**config.mk**
```make
export PLATFORM = sky130hd
export DESIGN_NAME = axi_apb_bridge
export DESIGN_NICKNAME = d
export VERILOG_FILES = /design/src/rtl/axi_apb_bridge.sv
export SDC_FILE = /design/constraint.sdc
export NUM_CORES = 1
export LEC_CHECK = 0
export CAP_MARGIN = 20
export CELL_PAD_IN_SITES_DETAIL_PLACEMENT = 2
export CELL_PAD_IN_SITES_GLOBAL_PLACEMENT = 2
export CORE_MARGIN = 4
export CORE_UTILIZATION = 23
export CTS_CLUSTER_SIZE = 20
export DETAILED_ROUTE_END_ITERATION = 8
export PLACE_DENSITY = 0.73
export RECOVER_POWER = 100
export SLEW_MARGIN = 20
export SYNTH_ARGS = -nofsm -noshare
export SYNTH_HDL_FRONTEND = slang
export SYNTH_SLANG_ARGS = --single-unit
```
**constraint.sdc**
```tcl
create_clock -name pclk_i -period 3.9 [get_ports pclk_i]
set_input_delay 0.975 -clock pclk_i [delete_from_list [all_inputs] [get_ports pclk_i]]
set_output_delay 0.975 -clock pclk_i [all_outputs]
set_load 0.01 [all_outputs]
```
**src/rtl/axi_apb_bridge.sv**
```systemverilog
`default_nettype none
// ============================================================================
// Module   : axi_apb_bridge
// Function : AXI4-Lite slave to APB master, one transaction in flight, with a
//            PREADY timeout that aborts with DECERR.
// Revision : 1.0
// ============================================================================
module axi_apb_bridge #(
    parameter int g_apb_addr_width = 32,
    parameter int g_apb_data_width = 32,
    parameter int g_timeout_cycles = 16
) (
    input  logic                            pclk_i,
    input  logic                            preset_i,
    input  logic [g_apb_addr_width-1:0]     awaddr_i,
    input  logic                            awvalid_i,
    output logic                            awready_o,
    input  logic [g_apb_data_width-1:0]     wdata_i,
    input  logic [g_apb_data_width/8-1:0]   wstrb_i,
    input  logic                            wvalid_i,
    output logic                            wready_o,
    output logic [1:0]                      bresp_o,
    output logic                            bvalid_o,
    input  logic                            bready_i,
    input  logic [g_apb_addr_width-1:0]     araddr_i,
    input  logic                            arvalid_i,
    output logic                            arready_o,
    output logic [g_apb_data_width-1:0]     rdata_o,
    output logic [1:0]                      rresp_o,
    output logic                            rvalid_o,
    input  logic                            rready_i,
    output logic [g_apb_addr_width-1:0]     paddr_o,
    output logic                            psel_o,
    output logic                            penable_o,
    output logic                            pwrite_o,
    output logic [g_apb_data_width-1:0]     pwdata_o,
    output logic [g_apb_data_width/8-1:0]   pstrb_o,
    input  logic                            pready_i,
    input  logic [g_apb_data_width-1:0]     prdata_i,
    input  logic                            pslverr_i
);

    localparam int c_strb_w = g_apb_data_width / 8;
    localparam int c_cnt_w  = (g_timeout_cycles > 0) ? $clog2(g_timeout_cycles + 1) : 1;
    localparam logic [c_cnt_w-1:0] c_cnt_last = c_cnt_w'(g_timeout_cycles - 1);

    typedef enum logic [2:0] {
        S_IDLE   = 3'd0,
        S_SETUP  = 3'd1,
        S_ACCESS = 3'd2,
        S_WRESP  = 3'd3,
        S_RRESP  = 3'd4
    } state_t;

    state_t                      r_state, w_state;
    logic                        r_lww, w_lww;
    logic [c_cnt_w-1:0]          r_cnt, w_cnt;
    logic                        r_wack, w_wack;
    logic                        r_arack, w_arack;
    logic [g_apb_addr_width-1:0] r_paddr, w_paddr;
    logic                        r_psel, w_psel;
    logic                        r_penable, w_penable;
    logic                        r_pwrite, w_pwrite;
    logic [g_apb_data_width-1:0] r_pwdata, w_pwdata;
    logic [c_strb_w-1:0]         r_pstrb, w_pstrb;
    logic [1:0]                  r_bresp, w_bresp;
    logic                        r_bvalid, w_bvalid;
    logic [g_apb_data_width-1:0] r_rdata, w_rdata;
    logic [1:0]                  r_rresp, w_rresp;
    logic                        r_rvalid, w_rvalid;
    logic                        w_wr_pend;
    logic                        w_rd_pend;
    logic                        w_done;
    logic [1:0]                  w_resp;
    logic [g_apb_data_width-1:0] w_rd_val;

    always_ff @(posedge pclk_i or posedge preset_i) begin
        if (preset_i) begin
            r_state   <= S_IDLE;
            r_lww     <= 1'b0;
            r_cnt     <= '0;
            r_wack    <= 1'b0;
            r_arack   <= 1'b0;
            r_paddr   <= '0;
            r_psel    <= 1'b0;
            r_penable <= 1'b0;
            r_pwrite  <= 1'b0;
            r_pwdata  <= '0;
            r_pstrb   <= '0;
            r_bresp   <= 2'b00;
            r_bvalid  <= 1'b0;
            r_rdata   <= '0;
            r_rresp   <= 2'b00;
            r_rvalid  <= 1'b0;
        end else begin
            r_state   <= w_state;
            r_lww     <= w_lww;
            r_cnt     <= w_cnt;
            r_wack    <= w_wack;
            r_arack   <= w_arack;
            r_paddr   <= w_paddr;
            r_psel    <= w_psel;
            r_penable <= w_penable;
            r_pwrite  <= w_pwrite;
            r_pwdata  <= w_pwdata;
            r_pstrb   <= w_pstrb;
            r_bresp   <= w_bresp;
            r_bvalid  <= w_bvalid;
            r_rdata   <= w_rdata;
            r_rresp   <= w_rresp;
            r_rvalid  <= w_rvalid;
        end
    end

    always_comb begin
        w_state   = r_state;
        w_lww     = r_lww;
        w_cnt     = r_cnt;
        w_wack    = 1'b0;
        w_arack   = 1'b0;
        w_paddr   = r_paddr;
        w_psel    = r_psel;
        w_penable = r_penable;
        w_pwrite  = r_pwrite;
        w_pwdata  = r_pwdata;
        w_pstrb   = r_pstrb;
        w_bresp   = r_bresp;
        w_bvalid  = r_bvalid;
        w_rdata   = r_rdata;
        w_rresp   = r_rresp;
        w_rvalid  = r_rvalid;
        w_wr_pend = awvalid_i & wvalid_i;
        w_rd_pend = arvalid_i;
        w_done    = 1'b0;
        w_resp    = 2'b00;
        w_rd_val  = '0;

        case (r_state)
            S_IDLE: begin
                // Ready pulses are registered, so the handshake completes in
                // the cycle after the request is first seen.
                if (r_wack) begin
                    w_paddr  = awaddr_i;
                    w_pwrite = 1'b1;
                    w_pwdata = wdata_i;
                    w_pstrb  = wstrb_i;
                    w_psel   = 1'b1;
                    w_state  = S_SETUP;
                end else if (r_arack) begin
                    w_paddr  = araddr_i;
                    w_pwrite = 1'b0;
                    w_pwdata = '0;
                    w_pstrb  = '0;
                    w_psel   = 1'b1;
                    w_state  = S_SETUP;
                end else if (w_wr_pend && w_rd_pend) begin
                    // Only a genuine tie moves the fairness flag.
                    w_wack  = ~r_lww;
                    w_arack = r_lww;
                    w_lww   = ~r_lww;
                end else begin
                    w_wack  = w_wr_pend;
                    w_arack = w_rd_pend;
                end
            end
            S_SETUP: begin
                w_penable = 1'b1;
                w_cnt     = '0;
                w_state   = S_ACCESS;
            end
            S_ACCESS: begin
                if (pready_i) begin
                    w_done   = 1'b1;
                    w_resp   = pslverr_i ? 2'b10 : 2'b00;
                    w_rd_val = prdata_i;
                end else if ((g_timeout_cycles != 0) && (r_cnt == c_cnt_last)) begin
                    w_done   = 1'b1;
                    w_resp   = 2'b11;
                end else begin
                    w_cnt = r_cnt + 1'b1;
                end
                if (w_done) begin
                    w_psel    = 1'b0;
                    w_penable = 1'b0;
                    w_paddr   = '0;
                    w_pwrite  = 1'b0;
                    w_pwdata  = '0;
                    w_pstrb   = '0;
                    if (r_pwrite) begin
                        w_bvalid = 1'b1;
                        w_bresp  = w_resp;
                        w_state  = S_WRESP;
                    end else begin
                        w_rvalid = 1'b1;
                        w_rresp  = w_resp;
                        w_rdata  = w_rd_val;
                        w_state  = S_RRESP;
                    end
                end
            end
            S_WRESP: begin
                if (bready_i) begin
                    w_bvalid = 1'b0;
                    w_bresp  = 2'b00;
                    w_state  = S_IDLE;
                end
            end
            S_RRESP: begin
                if (rready_i) begin
                    w_rvalid = 1'b0;
                    w_rresp  = 2'b00;
                    w_rdata  = '0;
                    w_state  = S_IDLE;
                end
            end
            default: begin
                w_state = S_IDLE;
            end
        endcase
    end

    assign awready_o = r_wack;
    assign wready_o  = r_wack;
    assign arready_o = r_arack;
    assign paddr_o   = r_paddr;
    assign psel_o    = r_psel;
    assign penable_o = r_penable;
    assign pwrite_o  = r_pwrite;
    assign pwdata_o  = r_pwdata;
    assign pstrb_o   = r_pstrb;
    assign bresp_o   = r_bresp;
    assign bvalid_o  = r_bvalid;
    assign rdata_o   = r_rdata;
    assign rresp_o   = r_rresp;
    assign rvalid_o  = r_rvalid;

endmodule
`default_nettype wire

```
== Word-level counts from Yosys, hierarchy flattened ==
Index checks and enable logic that the tools add are counted.
Storage, ports and cells
  bits in registers: 120
  output and inout bits: 112
  bits of input ports: 141
  logic and storage cells: 111
Operators by class
  eq/ne operators: 13
  add/sub/neg operators: 1
  reduce and logical (&&, ||, !) cells: 13
  multiplexer cells: 64
  bitwise operators: 4
Operators with widths (number)
  32-bit 2-to-1 mux: 9
  32-bit one-hot mux with 2 select lines: 3
  1-bit 2-to-1 mux: 22
  2-bit 2-to-1 mux: 9
  3-bit 2-to-1 mux: 6
  4-bit AND reduction: 4
  3-bit one-hot mux with 5 select lines: 1
  2-bit inequality test, second input constant: 7
  4-bit 2-to-1 mux: 3
  5-bit 2-to-1 mux: 2
  1-bit one-hot mux with 2 select lines: 5
  5-bit one-hot mux with 2 select lines: 1
  2-bit one-hot mux with 2 select lines: 2
  4-bit one-hot mux with 2 select lines: 1
  2-bit nonzero test: 4
  3-bit by 2-bit equality test with 1-bit output, second input constant: 2
  3-bit AND reduction: 2
  5-bit by 1-bit adder with 5-bit output, second input constant: 1
  5-bit by 4-bit equality test with 1-bit output, second input constant: 1
  3-bit by 1-bit equality test with 1-bit output, second input constant: 1
  3-bit equality test, second input constant: 1
  3-bit zero test: 1
  3-bit inequality test, second input constant: 1
  1-bit inverter: 3
  other kinds (3): 3

== Longest topological paths before layout ==
  depth in word-level cells: 6
  gate-level depth with buffers: 9

== Worst setup path after synthesis ==
OpenSTA, ideal clock, no wires.
  path type: reg2reg
  from: register r_cnt[0]
  to: register r_pwdata[10], in the netlist pwdata_o[10]
  data arrival time: 2148 ps
  data required time: 3775 ps
  slack: 1627 ps
  stages on the path, launching flop included: 10
  cells stage by stage: dfrtp_1 -> ha_1 -> and3_1 -> ha_1 -> or2_1 -> buf_6 -> a32o_1 -> buf_6 -> buf_12 -> mux2_4
Between the ends
  longest elaborated chain between the ends: 6
Ends and longest elaborated chain
  from (decl): RTL line 57  | logic [c_cnt_w-1:0] r_cnt, w_cnt;
  from (signal assigned): RTL line 98  | r_cnt <= w_cnt;
  5-bit by 4-bit equality test with 1-bit output: RTL line 176  | end else if ((g_timeout_cycles != 0) && (r_cnt == c_cnt_last)) begin
  1-bit 2-to-1 mux: RTL line 176
  1-bit 2-to-1 mux: RTL line 172  | if (pready_i) begin
  1-bit 2-to-1 mux: RTL line 138  | case (r_state)
  2-bit inequality test (no source line)
  3-bit AND reduction (no source line)
  to (signal assigned): RTL line 105  | r_pwdata <= w_pwdata;
  to (decl): RTL line 64  | logic [g_apb_data_width-1:0] r_pwdata, w_pwdata;
Every way passes these cells. The select of a mux whose other input is x is not followed.
A chain may end at the register's enable or synchronous reset.

== Final worst setup path ==
  from: input port pready_i
  to: register r_paddr[24], in the netlist paddr_o[24]
Between the ends
  longest elaborated chain between the ends: 4
Ends and longest elaborated chain
  from (decl): RTL line 38  | input logic pready_i,
  1-bit 2-to-1 mux: RTL line 172
  1-bit 2-to-1 mux: RTL line 138
  2-bit inequality test (no source line)
  3-bit AND reduction (no source line)
  to (signal assigned): RTL line 101  | r_paddr <= w_paddr;
  to (decl): RTL line 60  | logic [g_apb_addr_width-1:0] r_paddr, w_paddr;
Every way passes these cells. The select of a mux whose other input is x is not followed.

==> flow_summary_export.csv <==
group,metric,value,unit
sta,tightest_slew,1.68,ns
drt,drt-pass1-iter-count,4,
sta,min_period,3.17,ns
sta,setup_viol,0,
sta,rsz0062_at_grt,"false",
placement,numPortBuffers,252,
worst_setup_path,path_cells,"dlygate4sd3_1 -> or2_0 -> a32oi_1 -> clkbuf_1 -> o2bb2ai_1",
finish,nNetsFinal,815,
drt,ant_nets,0,
logic_synthesis,synth.net_count,574,
die,die_w,163,µm
clock_tree,post_cts_buffers,0,
status,outcome,"complete, but fails checks",
die,start_util,23.4,%
logic_synthesis,synth_warnings,0,
worst_setup_path,cp_slowest_cell,"clkbuf_1",
finish,multi_input_area,2130,µm²
drt,wl_per_cell,20.4,µm
drt,via_per_inst,4.60,
die,io_pins,253,
worst_setup_path,worstPathArrival,3.48,ns
sta,holdWs,0.478,ns
clock_tree,cts.clk_slew.worst_paths,0.06,ns
flow_run,cap_viol_max_count,1,
sta,tns,0,ns
drt,route.detailed.drc,0,
worst_setup_path,cp_slowest_stage_delay,0.87,ns
die,die_y,163,µm
logic_synthesis,yosysTopAreaCellShare,54.4,%
global_route,grt_max_degree,66,
power,total_leakage_power,3.98,nW
sta,maxSlewViolCount,66,
worst_setup_path,critPathTopFamily,"buffers and inverters",
finish,fillers,2478,
clock_tree,cts_buffers,17,
finish,final_cell_mix,"138 x clkdlybuf4s50_1, 119 x dfrtp_1, 114 x dlygate4sd3_1",
clock_tree,cts_sinks,120,
logic_synthesis,ys.flop_type,"dfrtp_1",
logic_synthesis,ys_types,49,
sta,hold_violations,0,
global_route,antenna_found_initial,2,
placement,routabilityCongestion,0.823,
clock_tree,ctsLongestPathBuffers,2,
global_route,globalRouteOverflowTotal,0,
worst_setup_path,cp_max_fo,24,
clock_tree,cts_tree,"yes",
logic_synthesis,yosysTopAreaCell,"dfrtp_1",
die,placementRows,56,
hold_path,hp-class,"reg2reg",
worst_setup_path,worstPathRequired,4.21,ns
power,power_density,692,nW/µm²
status,violations,"max-capacitance violations, max-slew violations",
power,ir_worst_vdd,0.238,mV
sta,final.setup_skew,0.0149,ns
logic_synthesis,netlist_area,5520,µm²
worst_setup_path,cp-start-kind,"primary input",
global_route,grtUsageTotal,15.5,%
finish,mostFrequentLayoutCell,"clkdlybuf4s50_1",
die,fp.coreArea,23500,µm²
clock_tree,cts_root_buf,"clkbuf_16",
finish,antenna_cells,0,
finish,layout-drive-gt1-share,7.45,%
worst_setup_path,crit_buf_inv,2,
drt,dr.first_iter.drc_count,117,
worst_setup_path,path_class,"in2reg",
sta,max_freq,0.315,GHz
clock_tree,cts_resized,0,
logic_synthesis,yosys-top-cells-area,"dfrtp_1 54%, mux2_4 7.9%, mux2i_1 6.4%",
logic_synthesis,synth_edf_count,0,
sta,fin_crit_sh,81.3,%
drt,vias,4622,
global_route,grt_pass1_vias,5480,
finish,syn2layout_area_growth,57.8,%
logic_synthesis,ys_ff_latch,120,
logic_synthesis,postSynthAreaPerCell,12.8,µm²
drt,drt-total-wl,20500,µm
logic_synthesis,ys_async_sr_fraction,100,%
global_route,grt_pass1_wl,31900,µm
sta,slew_headroom,-12.3,%
placement,dpl.hpwl,15200,µm
clock_tree,clock_latency,0.42,ns
logic_synthesis,ys_seq_area_share,54.4,%
die,die_area,26500,µm²
clock_tree,cts_hold_buffers,0,
clock_tree,clock_tree.htree_level_count,4,
logic_synthesis,syn_inst,431,
finish,register_area,3000,µm²
worst_setup_path,cp-end-kind,"flop",
## state kept, by name, indices dropped and copies added (netlist names), 2 cells and up
signal and flops:
paddr_o 32, rdata_o 32, bresp_o 2, pwdata_o 32, pstrb_o 4, r_cnt 5
r_state 3, rresp_o 2
## cells by family (layout without fill, tap and decap cells)
| kind of cell | Yosys count | in the layout | synth area share (%) |
|---|---|---|---|
| AOI/OAI and AO/OA | 108 | 108 | 15.8 |
| xor gates and xnor gates | 1 | 1 | 0.159 |
| adders and majority gates | 2 | 2 | 0.454 |
| buffers and inverters | 47 | 301 | 4.81 |
| DFF | 120 | 120 | 54.4 |
| muxes | 71 | 71 | 15.7 |
| and+or+nand+nor | 82 | 82 | 8.67 |
## metal layers
layer  track usage (%)  vias up  part of all wire [%]
met1              17.5     2391                    39
met5                 0        -                  0.10
met2              28.0      125                    54
met4              3.77        4                   1.1
li1                  -     2086                     -
met3              5.39       16                   6.4
## worst min-delay path, delay by kind of cell (launching register included)
kind             cells  cell delay [ns]
flip-flops           1             0.34
AND/OR/NAND/NOR      2             0.10
## power by group
part	internal [mW]	leakage, nW	switching, mW	total (mW)
clock	0.826	0.252	0.627	1.45
combinational	1.26	2.16	1.23	2.49
sequential	1.70	1.57	0.370	2.07
## final cells by class
cell class,instances,area share (%)
clock buffers,18,4.93
clock inverters,14,1.32
inverters,8,0.388
multi-input cells,264,24.5
flip-flops and latches,120,34.5
well taps,319,4.59
repair buffers,261,29.8
## final timing paths
kind	from	depth (start not counted)	slack (ns)	endpoint
min in group asynchronous	preset_i	3	1.53	rdata_o[21]$_DFFE_PP0P_
worst min-delay path	rvalid_o$_DFFE_PP0P_	2	0.48	rvalid_o$_DFFE_PP0P_
worst min register to register	rvalid_o$_DFFE_PP0P_	2	0.48	rvalid_o$_DFFE_PP0P_
worst max register to register	r_cnt[0]$_DFFE_PP0P_	7	0.88	paddr_o[24]$_DFFE_PP0P_
max in group asynchronous	preset_i	3	1.10	awready_o$_DFF_PP0_
worst max-delay path	pready_i	5	0.73	paddr_o[24]$_DFFE_PP0P_
## per-stage QoR
step | setup WS [ns] | utilization, % | power, mW | instance area (µm²) | instances
after global routing | 0.526 | 37.0 | 6.43 | 8700 | 1004
after floorplan | 1.46 | - | 3.53 | 5520 | 431
final | 0.729 | 37.0 | 6.02 | 8700 | 1004
after detailed placement | 0.904 | 35.2 | 4.93 | 8290 | 972
after global placement | 1.01 | 35.2 | 4.81 | 8290 | 972
after CTS | 0.988 | 37.5 | 6.45 | 8830 | 1004
## synthesized netlist by cell type (all sizes together) (3+ instances only)
library cell,count
inv,8
o2bb2ai,27
a21oi,14
a22o,35
nor2,5
a211oi,9
mux2,36
nand2,12
buf,22
nand2b,4
or2,3
nor3,3
and3,39
o31ai,3
o211ai,5
nor2b,3
dfrtp,120
nand3,4
mux2i,35
clkbuf,17
Power figures use the tool's default switching activity.
